===== config.mk =====
export PLATFORM = sky130hd
export DESIGN_NAME = register_file
export DESIGN_NICKNAME = d
export VERILOG_FILES = /design/src/rtl/register_file.sv
export SDC_FILE = /design/constraint.sdc
export NUM_CORES = 2
export LEC_CHECK = 0
export CELL_PAD_IN_SITES_DETAIL_PLACEMENT = 1
export CELL_PAD_IN_SITES_GLOBAL_PLACEMENT = 1
export CORE_UTILIZATION = 30
export CTS_BUF_LIST = sky130_fd_sc_hd__clkbuf_8
export CTS_CLUSTER_SIZE = 20
export DETAILED_ROUTE_END_ITERATION = 10
export PLACE_DENSITY = 0.53
export SYNTH_ARGS = -nofsm -noshare
export SYNTH_HDL_FRONTEND = slang
export SYNTH_SLANG_ARGS = --single-unit

===== constraint.sdc =====
create_clock -name clk -period 41.8 [get_ports clk]
set_input_delay 8.36 -clock clk [delete_from_list [all_inputs] [get_ports clk]]
set_output_delay 8.36 -clock clk [all_outputs]
set_load 0.05 [all_outputs]

===== src/rtl/register_file.sv =====
// 32-entry MIPS register file: two combinational read ports with optional
// same-cycle write bypass, one synchronous write port and a stored-only debug port.
module register_file #(
    parameter int                    DATA_WIDTH = 32,
    parameter bit                    BYPASS     = 1'b1,
    parameter logic [DATA_WIDTH-1:0] SP_INIT    = '0
) (
    input  logic                  clk,
    input  logic                  reset,
    input  logic                  reg_write,
    input  logic [4:0]            write_reg,
    input  logic [DATA_WIDTH-1:0] write_data,
    input  logic [4:0]            read_reg1,
    input  logic [4:0]            read_reg2,
    output logic [DATA_WIDTH-1:0] read_data1,
    output logic [DATA_WIDTH-1:0] read_data2,
    input  logic [4:0]            debug_reg,
    output logic [DATA_WIDTH-1:0] debug_data
);

    localparam logic [4:0] SP_INDEX = 5'd29;

    logic [DATA_WIDTH-1:0] regs [0:31];
    logic                  write_active;
    logic                  bypass_hit1;
    logic                  bypass_hit2;

    // Entry 0 is cleared on reset and never written; reads also force it to 0.
    always_ff @(posedge clk or posedge reset) begin
        if (reset) begin
            for (int i = 0; i < 32; i++) begin
                regs[i] <= (5'(i) == SP_INDEX) ? SP_INIT : '0;
            end
        end else if (write_active) begin
            regs[write_reg] <= write_data;
        end
    end

    assign write_active = reg_write && (write_reg != 5'd0);

    // Bypass is gated by reset so a write launched during reset never leaks out.
    assign bypass_hit1 = BYPASS && !reset && write_active && (write_reg == read_reg1);
    assign bypass_hit2 = BYPASS && !reset && write_active && (write_reg == read_reg2);

    always_comb begin
        read_data1 = '0;
        if (read_reg1 != 5'd0) begin
            read_data1 = bypass_hit1 ? write_data : regs[read_reg1];
        end
    end

    always_comb begin
        read_data2 = '0;
        if (read_reg2 != 5'd0) begin
            read_data2 = bypass_hit2 ? write_data : regs[read_reg2];
        end
    end

    always_comb begin
        debug_data = '0;
        if (debug_reg != 5'd0) begin
            debug_data = regs[debug_reg];
        end
    end

endmodule


Word level (Yosys, flattened, before mapping). Cells that the tools add are included.

Flip-flop bits (word level): 1024. Logic and storage cells: 70. Output and inout port bits: 96. Input port bits: 55.

Equality and inequality tests: 2. Reductions and logical operators: 10. $lt $le $gt $ge: 5. Mux-type cells: 17. Bitwise operators: 4.

Operators with widths (count): bitwise mux 1024 bit (1); binary-select mux 32 bit (select 5 bit) (3); two-way mux 32 bit (12); demux 32 bit (select 5 bit) (1); >= comparator 6 bit, second input constant (4); inverter 5 -> 6 bit (4); nonzero test 5 bit (4); equality test 5 bit (2); less-than comparator 6 x 1 -> 1 bit, second input constant (1); logical AND 1 bit (5); zero test 1 bit (1).

Logic depth before layout (Yosys ltp).
Word-level depth: 6. Gate-level depth with buffers: 9. Mapped depth without buffers: 5.

Least setup slack after synthesis. No wires, ideal clock.

Path kind: input -> output. From: in read_reg2[0]. To: out read_data2[16]. Path buffers: 5. Cell stages on the path: 9. Data arrival time: 10.872 ns. Required time: 33.440 ns. Path slack: 22.568 ns. Path through: buf_4 > buf_8 > buf_12 > buf_12 > buf_8 > mux2i_1 > a221oi_1 > o211ai_1 > a311oi_1.

Word-level cells in the longest chain between the ends: 6. Elaborated cells between the ends (all ways): 9. Those cells by class: eq/ne: 1; mux: 5; bitwise: 1; reduce/logical: 2.

Ends and longest elaborated chain: from (decl) (RTL line 14) `input logic [4:0] read_reg2,`; inverter 5 -> 6 bit (implied by the code) (RTL line 55) `read_data2 = bypass_hit2 ? write_data : regs[read_reg2];`; binary-select mux 32 bit (select 5 bit) (RTL line 55); two-way mux 32 bit (implied by the code) (2 in series) (RTL line 55); two-way mux 32 bit (RTL line 55); two-way mux 32 bit * (RTL line 54) `if (read_reg2 != 5'd0) begin`; to (decl) (RTL line 16) `output logic [DATA_WIDTH-1:0] read_data2,`.

Mark *: on every way between the ends. The rest lies on a longest branch, timed or not. The select of a mux whose other input is x is not followed.

Worst setup path in the final report.
From: in read_reg1[0]. To: out read_data1[30].

Word-level cells in the longest chain between the ends: 6. Elaborated cells between the ends (all ways): 9. Those cells by class: eq/ne: 1; mux: 5; bitwise: 1; reduce/logical: 2.

Ends and longest elaborated chain: from (decl) (RTL line 13) `input logic [4:0] read_reg1,`; inverter 5 -> 6 bit (implied by the code) (RTL line 48) `read_data1 = bypass_hit1 ? write_data : regs[read_reg1];`; binary-select mux 32 bit (select 5 bit) (RTL line 48); two-way mux 32 bit (implied by the code) (2 in series) (RTL line 48); two-way mux 32 bit (RTL line 48); two-way mux 32 bit * (RTL line 47) `if (read_reg1 != 5'd0) begin`; to (decl) (RTL line 15) `output logic [DATA_WIDTH-1:0] read_data1,`.

Marked as above.

==> flow_summary.json <==
{
  "antenna_found_initial": 15,
  "io_pins": 151,
  "synth_simple_gate_area_share_pct": 1.82,
  "holdPathStages": 0,
  "largest_reg_flops": 1024,
  "cts_tree": "built",
  "yosysSeqAreaShare_pct": 40.1,
  "period_needed_ps": 22390,
  "layout-drive-gt1-share_pct": 47.2,
  "wl_per_cell_um": 38.2,
  "reg2reg_to": "regs[922]",
  "yosysWarnings": 0,
  "dp.cells": 7091,
  "start_util_pct": 30.2,
  "power.internal_mw": 2.19,
  "placementRows": 169,
  "ir_drop_v": 0.0000266,
  "clk_latency_ps": 970,
  "cts_buffer_depth": 3,
  "rsz0062_at_grt": "no",
  "synth-seq-cells": 1024,
  "reg_top3": "regs: 1024 flops",
  "gp_routability_congestion": 0.828,
  "path_class": "in2out",
  "fin_cells": 7423,
  "design_area_um2": 71500,
  "cts_made_buffers": 184,
  "syn_to_final_growth_pct": 12.0,
  "grt_start_max_net_pins": 163,
  "coreArea_um2": 212000,
  "synth_xor_xnor_area_share_pct": 0.137,
  "cts-htree-levels": 4,
  "hold_viol": 0,
  "drv_cap": 0,
  "wl_um": 283000,
  "layout.nets": 4511,
  "ys_types": 55,
  "p_switching_mw": 1.08,
  "grtUsageTotal_pct": 26.2,
  "vias": 45084,
  "syn_nets": 4545,
  "port_buffers": 150,
  "synth_adder_area_share_pct": 0,
  "start_kind": "input pin",
  "r2r_start": "regs[922]",
  "rr_worst_depth": 1,
  "muxShareOfSynthArea_pct": 46.4,
  "post_cts_resize_count": 0,
  "hold_class": "reg2reg",
  "synthesis.area_um2": 63900,
  "grt_pass1_vias": 47158,
  "skew_ps": 0,
  "synth_top_family_by_area": "multiplexers",
  "power_frac_comb_pct": 26.9,
  "hold_end": "regs[998]",
  "final_max_slew_viol_count": 0,
  "numClockSinks": 1024,
  "ctsHoldBuffers": 0,
  "utilization_pct": 33.8,
  "finalSetupViolations": 0,
  "post_cts_buffers": 0,
  "cp-end-kind": "primary output",
  "cellLeakagePower_nw": 29.9,
  "syn_inst": 4490,
  "finalCritPeriodShare_pct": 53.6,
  "synth_compound_area_share_pct": 6.70,
  "place_area_um2": 67700,
  "fmax_mhz": 44.7,
  "die_y_um": 464,
  "status": "completed",
  "hpwl_um": 166000,
  "hold_start": "regs[998]",
  "pwr-share-clk_pct": 31.2,
  "drt-initial-drc-count": 4246,
  "clk_pin_slew_ps": 60,
  "synth_edf_count": 0,
  "synth_area_per_cell_um2": 14.2,
  "die_w_um": 464,
  "remaining_drc_errors": 0,
  "tightest_slew_ps": 1320,
  "grt_pass1_wl_um": 397000,
  "arrival_ps": 14030,
  "regMostFlops": "regs",
  "root_buffer": "clkbuf_8",
  "die-area_um2": 215000,
  "p_seq_share_pct": 41.9,
  "r2r_slack_ps": 40960,
  "vias_per_cell": 6.07,
  "crit_fanout": 53,
  "max-slew-margin-rel_pct": 12.2,
  "required_ps": 33440,
  "final.setup.tns_ps": 0,
  "gr-total-overflow": 0,
  "synth_ff_type": "dfrtp_1",
  "firstDrtPassIters": 7,
  "power_density_nw_per_um2": 45.7,
  "sw_frac_of_total_pct": 33.0,
  "postSynth.asyncResetShare_pct": 100,
  "postRouteAntennaNets": 0
}
[critical path: stages]
cell and delay [ps]:
buf_8 460, buf_4 770, buf_4 840, buf_4 860
mux4_2 370, mux2i_1 70, nand2_1 90, nand4_1 160
a221oi_1 690, buf_4 270, clkdlybuf4s50_1 840
[cell type report]
type | instances | area, µm²
clock inverters | 75 | 479
inverters | 35 | 139
multi-input cells | 2893 | 35500
flip-flops and latches | 1024 | 25600
repair buffers | 318 | 2830
clock buffers | 246 | 3390
well taps | 2821 | 3530
fillers | 21966 | 140000
diodes | 11 | 27.5
[layer usage]
| metal | share of wire [%] | vias up | global-route usage, % |
|---|---|---|---|
| li1 | - | 17741 | - |
| met1 | 41 | 25052 | 33.9 |
| met2 | 48 | 1736 | 42.3 |
| met3 | 5.9 | 551 | 4.54 |
| met4 | 5.4 | 4 | 12.9 |
| met5 | 0.0099 | - | 0 |
[cells in the mapped netlist, types with 5 or more instances]
| cell type | n | area [µm²] |
|---|---|---|
| a211o_1 | 5 | 43.8 |
| a21boi_0 | 15 | 113 |
| a21oi_1 | 77 | 385 |
| a221oi_1 | 61 | 534 |
| a221oi_2 | 6 | 90.1 |
| a22oi_1 | 127 | 953 |
| a311oi_1 | 16 | 140 |
| buf_1 | 26 | 97.6 |
| buf_2 | 168 | 841 |
| buf_4 | 59 | 443 |
| buf_6 | 40 | 450 |
| buf_8 | 11 | 165 |
| clkbuf_1 | 230 | 863 |
| dfrtp_1 | 1024 | 25600 |
| inv_1 | 35 | 131 |
| mux2_2 | 1006 | 11300 |
| mux2i_1 | 413 | 4130 |
| mux4_2 | 631 | 14200 |
| nand2_1 | 77 | 289 |
| nand2b_1 | 8 | 50.1 |
| nand3_1 | 5 | 25.0 |
| nand3b_1 | 5 | 37.5 |
| nor2_1 | 60 | 225 |
| nor2b_1 | 6 | 37.5 |
| nor3_1 | 20 | 100 |
| nor3b_1 | 8 | 60.1 |
| o211ai_1 | 68 | 510 |
| o21a_1 | 18 | 135 |
| o21ai_0 | 40 | 200 |
| o21ai_1 | 48 | 240 |
| o221ai_1 | 7 | 61.3 |
| o22a_1 | 33 | 289 |
| o22ai_1 | 47 | 294 |
| o311a_1 | 7 | 70.1 |
| o31a_1 | 7 | 61.3 |
| o31ai_1 | 10 | 75.1 |
| or3_1 | 18 | 113 |
| xor2_1 | 10 | 87.6 |
[power groups by stage]
stage | sequential, mW | clock, mW | combinational [mW]
2_1_floorplan | 1.31 | 0 | 0.653
3_3_place_gp | 1.37 | 0 | 0.866
3_5_place_dp | 1.38 | 0 | 0.877
4_1_cts | 1.36 | 1.04 | 0.881
5_1_grt | 1.40 | 1.08 | 0.923
6_report | 1.37 | 1.02 | 0.879
[cells in the final DEF (no fill, tap or decap), types with 16 or more instances in the layout]
master,n
o21ai_0,40
nor2_1,46
mux2_2,1006
inv_1,74
a311oi_1,16
or3_1,18
clkbuf_8,247
a22oi_1,127
dfrtp_1,1024
mux4_2,631
o22a_1,33
buf_4,169
clkinv_2,22
a221oi_1,61
mux2i_1,413
a21oi_1,77
nand2_1,60
nor3_1,18
o21a_1,18
o22ai_1,47
clkdlybuf4s50_1,135
o21ai_1,48
o211ai_1,68
[through the flow]
step	setup slack [ps]	power, mW	hold WS (ps)
6_report	19410	3.27	425
5_1_grt	19200	3.40	441
4_1_cts	19330	3.29	425
3_5_place_dp	19330	2.26	410
3_3_place_gp	19360	2.23	402
2_1_floorplan	4620	1.97	466
[logic make-up after synthesis]
kind of cell / Yosys count
AOI/OAI and AO/OA: 601
xor gates and xnor gates: 10
buffers and inverters: 573
DFF: 1024
muxes: 2050
and+or+nand+nor: 232
[worst max-delay path by stage]
stage	start	end	slack, ps	cells after the start
floorplan	reset	regs[0]	4620	1
CTS	read_reg1[0]	read_data1[30]	19330	11
global route	read_reg1[0]	read_data1[30]	19200	11
finish	read_reg1[0]	read_data1[30]	19410	11
global placement	read_reg1[0]	read_data1[30]	19360	11
detailed placement	read_reg1[0]	read_data1[30]	19330	11
(Power assumes the default switching activity.)
